<file path="src/rtl/wishbone_master_pipelined.sv">
// Host command words to Wishbone B4 pipelined transactions: set-address, single-beat write,
// multi-beat read bursts with outstanding-beat tracking, bus timeout and host abort.
module wishbone_master_pipelined #(
  parameter int unsigned DW        = 32,
  parameter int unsigned AW        = 10,
  parameter int unsigned MAX_BURST = 16,
  parameter int unsigned TIMEOUT   = 255
) (
  input  logic            i_clk,
  input  logic            i_reset,
  input  logic            i_cmd_stb,
  input  logic [DW+1:0]   i_cmd_word,
  output logic            o_cmd_busy,
  output logic            o_rsp_stb,
  output logic [DW+1:0]   o_rsp_word,
  input  logic            i_wb_err,
  input  logic            i_wb_stall,
  input  logic            i_wb_ack,
  input  logic [DW-1:0]   i_wb_data,
  output logic            o_wb_cyc,
  output logic            o_wb_stb,
  output logic [AW-1:0]   o_wb_addr,
  output logic            o_wb_we,
  output logic [DW-1:0]   o_wb_data,
  output logic [DW/8-1:0] o_wb_sel
);

  localparam int unsigned BW = $clog2(MAX_BURST);
  localparam int unsigned CW = BW + 1;
  localparam int unsigned TW = $clog2(TIMEOUT + 1);

  localparam logic [AW-1:0] AddrOne = AW'(1);
  localparam logic [CW-1:0] CntOne  = CW'(1);
  localparam logic [TW-1:0] TmoOne  = TW'(1);
  localparam logic [TW-1:0] TmoLast = TW'(TIMEOUT - 1);

  localparam logic [1:0] OpRead    = 2'b00;
  localparam logic [1:0] OpWrite   = 2'b01;
  localparam logic [1:0] OpSetAddr = 2'b10;
  localparam logic [1:0] OpAbort   = 2'b11;

  typedef enum logic [1:0] {StIdle, StWrite, StRead} state_e;

  state_e          state_q, state_d;
  logic [AW-1:0]   addr_q, addr_d;
  logic            inc_q, inc_d;
  logic            cyc_q, cyc_d;
  logic            stb_q, stb_d;
  logic            we_q, we_d;
  logic [DW-1:0]   wdata_q, wdata_d;
  logic [CW-1:0]   n_q, n_d;
  logic [CW-1:0]   issued_q, issued_d;
  logic [CW-1:0]   acked_q, acked_d;
  logic [TW-1:0]   tmo_q, tmo_d;
  logic [AW-1:0]   used_q, used_d;
  logic            rsp_stb_q, rsp_stb_d;
  logic [DW+1:0]   rsp_word_q, rsp_word_d;

  logic [1:0]      op;
  logic [DW-1:0]   payload;
  logic            stb_acc;
  logic [CW-1:0]   issued_nx;
  logic [CW-1:0]   acked_nx;
  logic            ack_ok;
  logic            abort_req;
  logic            tmo_hit;
  logic            done;

  assign op        = i_cmd_word[DW+1:DW];
  assign payload   = i_cmd_word[DW-1:0];
  assign stb_acc   = stb_q & ~i_wb_stall;
  assign issued_nx = issued_q + {{(CW-1){1'b0}}, stb_acc};
  assign acked_nx  = acked_q + CntOne;
  // A same-cycle ack for the strobe being accepted counts; acks beyond that are stray.
  assign ack_ok    = cyc_q & i_wb_ack & (acked_q != issued_nx);
  assign abort_req = i_cmd_stb & (op == OpAbort) & (state_q != StIdle);
  assign tmo_hit   = cyc_q & ~ack_ok & (tmo_q == TmoLast);

  always_comb begin
    state_d    = state_q;
    addr_d     = addr_q;
    inc_d      = inc_q;
    cyc_d      = cyc_q;
    stb_d      = stb_q;
    we_d       = we_q;
    wdata_d    = wdata_q;
    n_d        = n_q;
    issued_d   = issued_q;
    acked_d    = acked_q;
    tmo_d      = tmo_q;
    used_d     = used_q;
    rsp_stb_d  = 1'b0;
    rsp_word_d = rsp_word_q;
    done       = 1'b0;

    if (state_q == StIdle) begin
      if (i_cmd_stb) begin
        case (op)
          OpSetAddr: begin
            addr_d     = payload[AW-1:0];
            inc_d      = payload[DW-2];
            rsp_stb_d  = 1'b1;
            rsp_word_d = {2'b00, {(DW-AW){1'b0}}, payload[AW-1:0]};
          end
          OpWrite, OpRead: begin
            state_d  = (op == OpWrite) ? StWrite : StRead;
            cyc_d    = 1'b1;
            stb_d    = 1'b1;
            we_d     = (op == OpWrite);
            wdata_d  = (op == OpWrite) ? payload : wdata_q;
            n_d      = (op == OpWrite) ? CntOne : ({1'b0, payload[BW-1:0]} + CntOne);
            issued_d = '0;
            acked_d  = '0;
            tmo_d    = '0;
            used_d   = addr_q;
          end
          default: ;
        endcase
      end
    end else begin
      if (stb_acc) begin
        issued_d = issued_nx;
        if (issued_nx == n_q) stb_d = 1'b0;
        if (inc_q) addr_d = addr_q + AddrOne;
      end

      tmo_d = ack_ok ? '0 : tmo_q + TmoOne;

      if (ack_ok) begin
        acked_d    = acked_nx;
        rsp_stb_d  = 1'b1;
        rsp_word_d = (state_q == StWrite) ? {2'b01, {(DW-AW){1'b0}}, used_q}
                                          : {2'b10, i_wb_data};
        if (acked_nx == n_q) done = 1'b1;
      end

      // Later assignments win: abort over error over timeout over a plain ack.
      if (tmo_hit) begin
        done       = 1'b1;
        rsp_stb_d  = 1'b1;
        rsp_word_d = {2'b11, DW'(1)};
      end
      if (i_wb_err && cyc_q) begin
        done       = 1'b1;
        rsp_stb_d  = 1'b1;
        rsp_word_d = {2'b11, DW'(0)};
      end
      if (abort_req) begin
        done       = 1'b1;
        rsp_stb_d  = 1'b1;
        rsp_word_d = {2'b11, DW'(2)};
      end

      if (done) begin
        state_d = StIdle;
        cyc_d   = 1'b0;
        stb_d   = 1'b0;
      end
    end
  end

  always_ff @(posedge i_clk) begin
    if (i_reset) begin
      state_q    <= StIdle;
      addr_q     <= '0;
      inc_q      <= 1'b0;
      cyc_q      <= 1'b0;
      stb_q      <= 1'b0;
      we_q       <= 1'b0;
      wdata_q    <= '0;
      n_q        <= '0;
      issued_q   <= '0;
      acked_q    <= '0;
      tmo_q      <= '0;
      used_q     <= '0;
      rsp_stb_q  <= 1'b0;
      rsp_word_q <= '0;
    end else begin
      state_q    <= state_d;
      addr_q     <= addr_d;
      inc_q      <= inc_d;
      cyc_q      <= cyc_d;
      stb_q      <= stb_d;
      we_q       <= we_d;
      wdata_q    <= wdata_d;
      n_q        <= n_d;
      issued_q   <= issued_d;
      acked_q    <= acked_d;
      tmo_q      <= tmo_d;
      used_q     <= used_d;
      rsp_stb_q  <= rsp_stb_d;
      rsp_word_q <= rsp_word_d;
    end
  end

  assign o_cmd_busy = (state_q != StIdle);
  assign o_rsp_stb  = rsp_stb_q;
  assign o_rsp_word = rsp_word_q;
  assign o_wb_cyc   = cyc_q;
  assign o_wb_stb   = stb_q;
  assign o_wb_addr  = addr_q;
  assign o_wb_we    = we_q;
  assign o_wb_data  = wdata_q;
  assign o_wb_sel   = {(DW/8){cyc_q}};

endmodule

</file>
<file path="config.mk">
export PLATFORM = sky130hd
export DESIGN_NAME = wishbone_master_pipelined
export DESIGN_NICKNAME = d
export VERILOG_FILES = /design/src/rtl/wishbone_master_pipelined.sv
export SDC_FILE = /design/constraint.sdc
export NUM_CORES = 1
export LEC_CHECK = 0
export ABC_AREA = 1
export CORE_AREA = 2 2 81 160
export CTS_CLUSTER_SIZE = 14
export DETAILED_ROUTE_END_ITERATION = 10
export DIE_AREA = 0 0 83 162
export PLACE_DENSITY = 0.83
export SYNTH_ARGS = -nofsm -noshare
export SYNTH_HDL_FRONTEND = slang
export SYNTH_SLANG_ARGS = --single-unit
</file>
<file path="constraint.sdc">
create_clock -name i_clk -period 4.22 [get_ports i_clk]
set_clock_uncertainty 0.1 [all_clocks]
set_input_delay 1.055 -clock i_clk [delete_from_list [all_inputs] [get_ports i_clk]]
set_output_delay 1.055 -clock i_clk [all_outputs]
set_load 0.02 [all_outputs]
</file>
==> reports/qor.txt, run 1 <==
clock root cell - clkbuf_16
GRT Overall Usage - 23.5%
Logic pwr share - 12.6%
TritonCTS buffer count - 17
post-CTS resize count - 0
final core occ - 62.7%
Max Fclk - 0.288 GHz
switching share of power - 24.8%
vias in the first global route - 5527
Post-Synth Simple-Gate Area - 30.3%
I/O Buffers - 156
Final Cycle Share - 82.3%
Synth Area in Compound Gates - 13.8%
critical path arrival - 3.73 ns
total net switching power - 779 uW
Final Hold Fails - 0
initial antenna violation count - 0
final setup fails - 0
outcome - finished, final reports clean
commonest non-fill, non-tap cell in the layout - clkdlybuf4s50_1
Final Max Tran Viols - 0
sequential fraction of the synthesis area - 43.0%
Layout area overhead - 41.5%
first-pass GRT wire length - 25.7 mm
PwrDens - 411 nW/um^2
initial DRC count - 311
die footprint - 13400 sq um
fillers - 1015
core area - 12200 sq um
Avg WL per Cell - 15.4 microns
Post-synth ARST share - 0%
clock tree from TritonCTS - yes
XOR/XNOR Fraction of Synth Area - 1.62%
crit path launch type - input port
Power, Total - 3.14 mW
Vias/cell - 5.38
post-synth cell types - 42
Clock power frac - 50.1%
Final min period - 3.47 ns
Mean Syn Cell Area - 7.51 sq um
Max VDD drop - 0.000324 V
share of cells above drive strength 1 - 9.84%
Die Wd - 83 microns
# IOs - 157
post-synthesis sequential element count - 116
cts hold-fix bufs - 0
Antenna Nets Post-Route - 0
Leak Pwr - 3.21 nW
top_reg_cell synth - dfxtp_1
type of the worst min-delay path - flop to flop
grt total ovfl - 0
syn nets - 798
mux contribution to synthesized area - 1.48%
die height - 162 microns
Internal - 2.36 mW
Antenna Cells - 0
NumNets Final - 941
max_slew headroom - 48.7%
largest net degree at the start of global routing - 50
Post-DP HPWL - 11.1 mm
# Max-Cap Violations - 0
num rows - 57
clock sink count - 116
Max clock buf depth - 2
CP Class - input port to flop
CTS H-tree lvls - 4
required time worst endpoint - 4.48 ns
unrepaired setup endpoints after global routing - no
Crit Path Max Fanout - 22
final wirelength - 15.7 mm
dominant combinational cell family by area after synthesis - simple AND/OR/NAND/NOR gates
Mapped Area - 5400 sq um
drc violations - 0
Sequential Power Share - 37.3%
via count - 5495
Post-synth EDFFs - 0
initial core utilization - 44.3%
Clock transition at path regs - 0.06 ns
Synth Area in Adders - 1.62%
Ys Warns - 0
Post-Route Setup TNS - 0 ns
Crit. End Element - flop
DR pass1 iterations - 5
worst skew pair latency - 0.41 ns
Least-Margin Pin Slew - 0.768 ns
Post-CTS Setup Inserts - 0
routability cong. - 0.891
commonest non-fill, non-tap cells in the layout - clkdlybuf4s50_1 (156), nand2_1 (132), dfxtp_1 (116), nor2_1 (93), o21ai_0 (67)
cell count after synthesis - 719
==> final timing paths <==
path                                     start             end  slack [ns]  depth (start not counted)
worst min-delay path            o_rsp_word[32]  o_rsp_word[32]        0.36                          2
worst max register to register        o_wb_stb  o_rsp_word[31]        1.43                         16
worst max-delay path                i_wb_stall  o_rsp_word[31]        0.75                         16
worst min register to register  o_rsp_word[32]  o_rsp_word[32]        0.36                          2
==> logic make-up after synthesis <==
family	count (synthesis)
and+or+nand+nor	343
muxes	8
buffers and inverters	99
AOI/OAI and AO/OA	136
xor gates and xnor gates	10
DFF	116
adders and majority gates	7
==> critical path, stage by stage <==
cell	delay (ns)
clkdlybuf4s50_1	0.40
nor2_1	0.15
ha_1	0.25
ha_1	0.27
nand2_1	0.11
nand2_1	0.13
nand2_1	0.06
nand3_1	0.09
nor2_1	0.05
nand2_2	0.08
nand2_4	0.07
nand2_2	0.10
nand2_2	0.09
nor2_4	0.59
nand3_1	0.14
nand2_1	0.08
==> layer usage <==
metal | wire length (microns) | global-route usage [%] | up-vias
met4 | 677 | 13.3 | 0
li1 | - | - | 2665
met1 | 5720 | 24.2 | 2552
met3 | 928 | 6.20 | 56
met5 | 0 | 0 | -
met2 | 8390 | 42.5 | 222
==> layout make-up <==
class | instances | area [sq um] | share of cell area [%]
clock buffers | 18 | 429 | 5.62
flip-flops and latches | 116 | 2320 | 30.4
well taps | 147 | 184 | 2.41
inverters | 60 | 225 | 2.95
repair buffers | 163 | 1640 | 21.5
multi-input cells | 504 | 2640 | 34.5
clock inverters | 13 | 206 | 2.70
==> sequential cells by signal, indices dropped and copies added (netlist names), 2 cells and up <==
register,cells
used_q,10
issued_q,5
n_q,5
state_q,2
o_wb_addr,10
tmo_q,8
o_rsp_word,34
acked_q,5
o_wb_data,32
==> power groups by stage <==
stage	logic [mW]	clock network, mW	registers (mW)
2_1_floorplan	0.175	0	1.22
3_3_place_gp	0.390	0	1.19
3_5_place_dp	0.393	0	1.19
4_1_cts	0.396	1.58	1.17
5_1_grt	0.430	1.64	1.17
6_report	0.396	1.57	1.17
==> synth_stat cells, drive strengths merged (4+ instances only) <==
cell | instances | area (sq um)
mux2i | 8 | 80.1
ha | 7 | 87.6
buf | 20 | 148
nor2 | 100 | 428
inv | 60 | 225
nand3 | 82 | 515
nand4 | 10 | 68.8
nor3 | 5 | 30.0
a21oi | 48 | 252
o21ai | 67 | 335
o22ai | 7 | 50.1
clkbuf | 19 | 71.3
dfxtp | 116 | 2320
or2 | 4 | 25.0
nand2 | 138 | 538
xor2 | 8 | 70.1
==> through the flow <==
| step | hold WS, ns | instances | area, sq um | worst slack [ns] |
|---|---|---|---|---|
| after CTS | 0.362 | 1021 | 7640 | 0.747 |
| after global routing | 0.384 | 1021 | 7640 | 0.455 |
| after global placement | 0.343 | 990 | 7010 | 0.417 |
| after floorplan | 0.330 | 719 | 5400 | 1.27 |
| final | 0.360 | 1021 | 7640 | 0.747 |
| after detailed placement | 0.355 | 990 | 7010 | 0.299 |
Note: power is estimated with default switching activity, not from simulation.
==> inputs of run 2 (changes only) <==
--- a/config.mk
+++ b/config.mk
@@ -6,10 +6,10 @@
 export NUM_CORES = 1
 export LEC_CHECK = 0
 export ABC_AREA = 1
-export CORE_AREA = 2 2 81 160
+export CORE_AREA = 2 2 83 164
 export CTS_CLUSTER_SIZE = 14
 export DETAILED_ROUTE_END_ITERATION = 10
-export DIE_AREA = 0 0 83 162
+export DIE_AREA = 0 0 85 166
 export PLACE_DENSITY = 0.83
 export SYNTH_ARGS = -nofsm -noshare
 export SYNTH_HDL_FRONTEND = slang
==> constraint.sdc (replaced) <==
create_clock -name i_clk -period 2.9 [get_ports i_clk]
set_clock_uncertainty 0.1 [all_clocks]
set_input_delay 0.725 -clock i_clk [delete_from_list [all_inputs] [get_ports i_clk]]
set_output_delay 0.725 -clock i_clk [all_outputs]
set_load 0.02 [all_outputs]
==> run 2 against run 1 <==
Net effect:
- hold slack improved by 0.0018 ns
- sequential power is 45% higher
- setup slack got worse by 0.40 ns
- register-to-register slack worse by 1.0 ns
- first-iteration DRC count rose by 7.7%
==> reports/qor.txt, run 2 (synthesized netlist as in run 1, its figures left out) <==
outcome - finished, final reports clean
clock sink count - 116 (unchanged)
first-pass GRT wire length - 25.8 mm (+0.43%)
core area - 12900 sq um (+5.9%)
via count - 5542 (+0.86%)
final instance area - 7900 sq um (+3.4%)
Vias/cell - 5.28 (-1.8%)
Max stage delay on crit path - 0.66 ns (+0.07 ns)
initial antenna violation count - 0 (unchanged)
Hold Slack - 0.362 ns (+0.00176 ns)
Crit Path Max Fanout - 8 (-64%)
pre-CTS setup slack - -0.518 ns (-0.816 ns)
type of the worst min-delay path - flop to flop
TritonCTS buffer count - 17 (unchanged)
max_slew headroom - 61.7% (+13 points)
initial core utilization - 41.8% (-2.5 points)
final core occ - 61.2% (-1.5 points)
Avg WL per Cell - 15.7 microns (+2.1%)
Antenna Nets Post-Route - 0 (unchanged)
required time worst endpoint - 2.08 ns (-2.40 ns)
Antenna Cells - 0 (unchanged)
Final min period - 2.55 ns
worst skew pair latency - 0.41 ns (about the same)
NumNets Final - 963 (+2.3%)
CTS H-tree lvls - 4 (unchanged)
GRT Overall Usage - 23.0% (-0.51 points)
die height - 166 microns (+2.5%)
final wirelength - 16.5 mm (+4.9%)
CP bufs+invs - 2 (+1)
routability cong. - 0.854 (-4.2%)
Least-Margin Pin Slew - 0.573 ns (-0.194 ns)
Storage cell area - 2320 sq um (unchanged)
Leak Pwr - 3.33 nW (+3.6%)
CP Class - flop to output port
commonest non-fill, non-tap cells in the layout - clkdlybuf4s50_1 (155), nand2_1 (128), dfxtp_1 (116), nor2_1 (90), o21ai_0 (67)
Final Cycle Share - 88.1%
largest net degree at the start of global routing - 89 (+78%)
unrepaired setup endpoints after global routing - no
crit-path leading delay family - buffers and inverters
multi-input combinational cell area - 2690 sq um (+2.2%)
Max clock buf depth - 2 (unchanged)
Die Wd - 85 microns (+2.4%)
Post-DP HPWL - 11.5 mm (+3.5%)
Crit. End Element - output port
num rows - 59 (+3.5%)
vias in the first global route - 5458 (-1.2%)
drc violations - 0 (unchanged)
die footprint - 14100 sq um (+4.9%)
Max VDD drop - 0.000500 V (+54%)
max reg flops - 34 (unchanged)
# IOs - 157 (unchanged)
Final Hold Fails - 0 (unchanged)
clock root cell - clkbuf_16
share of cells above drive strength 1 - 13.5% (+3.6 points)
initial DRC count - 335 (+7.7%)
I/O Buffers - 156 (unchanged)
critical path arrival - 1.73 ns (-2.00 ns)
final setup fails - 0 (unchanged)
fillers - 1061 (+4.5%)
commonest non-fill, non-tap cell in the layout - clkdlybuf4s50_1
crit path launch type - flop
# Max-Cap Violations - 0 (unchanged)
clock tree from TritonCTS - yes
Final Max Tran Viols - 0 (unchanged)
worst-path cell chain - nor2_4 -> inv_2 -> clkdlybuf4s50_1
PwrDens - 568 nW/um^2 (+38%)
grt total ovfl - 0 (unchanged)
CP max-delay cell - clkdlybuf4s50_1
final worst slack - 0.346 ns (-0.402 ns)
DR pass1 iterations - 6 (+1)
Clock transition at path regs - 0.05 ns (about the same)
Max Fclk - 0.391 GHz
Layout area overhead - 46.4%
Post-DP Area - 7200 sq um (+2.8%)
[run 2: cell types whose count changed in the layout (fill, tap and decap cells not counted), moves of 3 or more]
cell | previous run | this run
clkinv_4 | 1 | 5
buf_12 | 2 | 6
nor2_1 | 93 | 90
buf_4 | 5 | 20
nand2_1 | 132 | 128
nor2_2 | 3 | 6
nand2_2 | 5 | 9
[run 2: worst register-to-register path: cells and delay by family, from the launching register on]
family / cells / cell delay, ns
AND/OR/NAND/NOR: 12 / 0.97
buffers and inverters: 4 / 0.43
adder cells (fa/ha/maj): 2 / 0.42
flip-flops: 1 / 0.32
AO/OA/AOI/OAI: 1 / 0.21
[run 2: final timing paths]
path / cells past startpoint / startpoint / slack, ns / end
max: 3 / state_q[0] / 0.35 / o_cmd_busy
min: 2 / used_q[0] / 0.36 / used_q[0]
max reg2reg: 19 / o_wb_stb / 0.39 / o_rsp_word[13]
min reg2reg: 2 / used_q[0] / 0.36 / used_q[0]
[run 2: stage by stage]
step | power, mW | setup TNS [ns] | cells
after floorplan | 2.03 | 0 | 719
after global placement | 2.32 | -18.27 | 1015
after detailed placement | 2.33 | -19.53 | 1015
after CTS | 4.50 | 0 | 1048
after global routing | 4.64 | 0 | 1049
final | 4.49 | 0 | 1049
[run 2: layout make-up]
cell class	instances	area share (%)
Tap cell	152	2.41
Multi-Input combinational cell	505	34.1
Sequential cell	116	29.4
Clock buffer	19	5.60
Inverter	60	2.85
Timing Repair Buffer	184	23.5
Clock inverter	13	2.18
[run 2: per-layer routing]
| metal | routed length [microns] | vias up | track usage [%] |
|---|---|---|---|
| li1 | - | 2709 | - |
| met1 | 5980 | 2591 | 22.9 |
| met2 | 8900 | 189 | 41.5 |
| met3 | 754 | 53 | 5.02 |
| met4 | 858 | 0 | 14.9 |
| met5 | 0 | - | 0 |
[run 2: repair_timing]
| action | 4_1_cts | 5_1_grt |
|---|---|---|
| hold endpoints to repair | 0 | 0 |
| setup buffers | 0 | 1 |
| pin swaps | 0 | 11 |
| gates resized for setup | 2 | 18 |
| gates cloned | 1 | 0 |
| hold buffers | 0 | 0 |
| setup endpoints to repair | 23 | 48 |
[run 2: power by group]
group	switching (mW)	internal, mW	total, mW
Combinational	0.336	0.277	0.613
Sequential	0.0453	1.66	1.70
Clock	0.791	1.39	2.18
==> inputs of run 3 (changes only) <==
--- a/config.mk
+++ b/config.mk
@@ -7,7 +7,7 @@
 export LEC_CHECK = 0
 export ABC_AREA = 1
 export CORE_AREA = 2 2 83 164
-export CTS_CLUSTER_SIZE = 14
+export CTS_CLUSTER_SIZE = 10
 export DETAILED_ROUTE_END_ITERATION = 10
 export DIE_AREA = 0 0 85 166
 export PLACE_DENSITY = 0.83
==> results of run 3 <==
No change in the layout: final DEF, timing and power equal those of run 2.
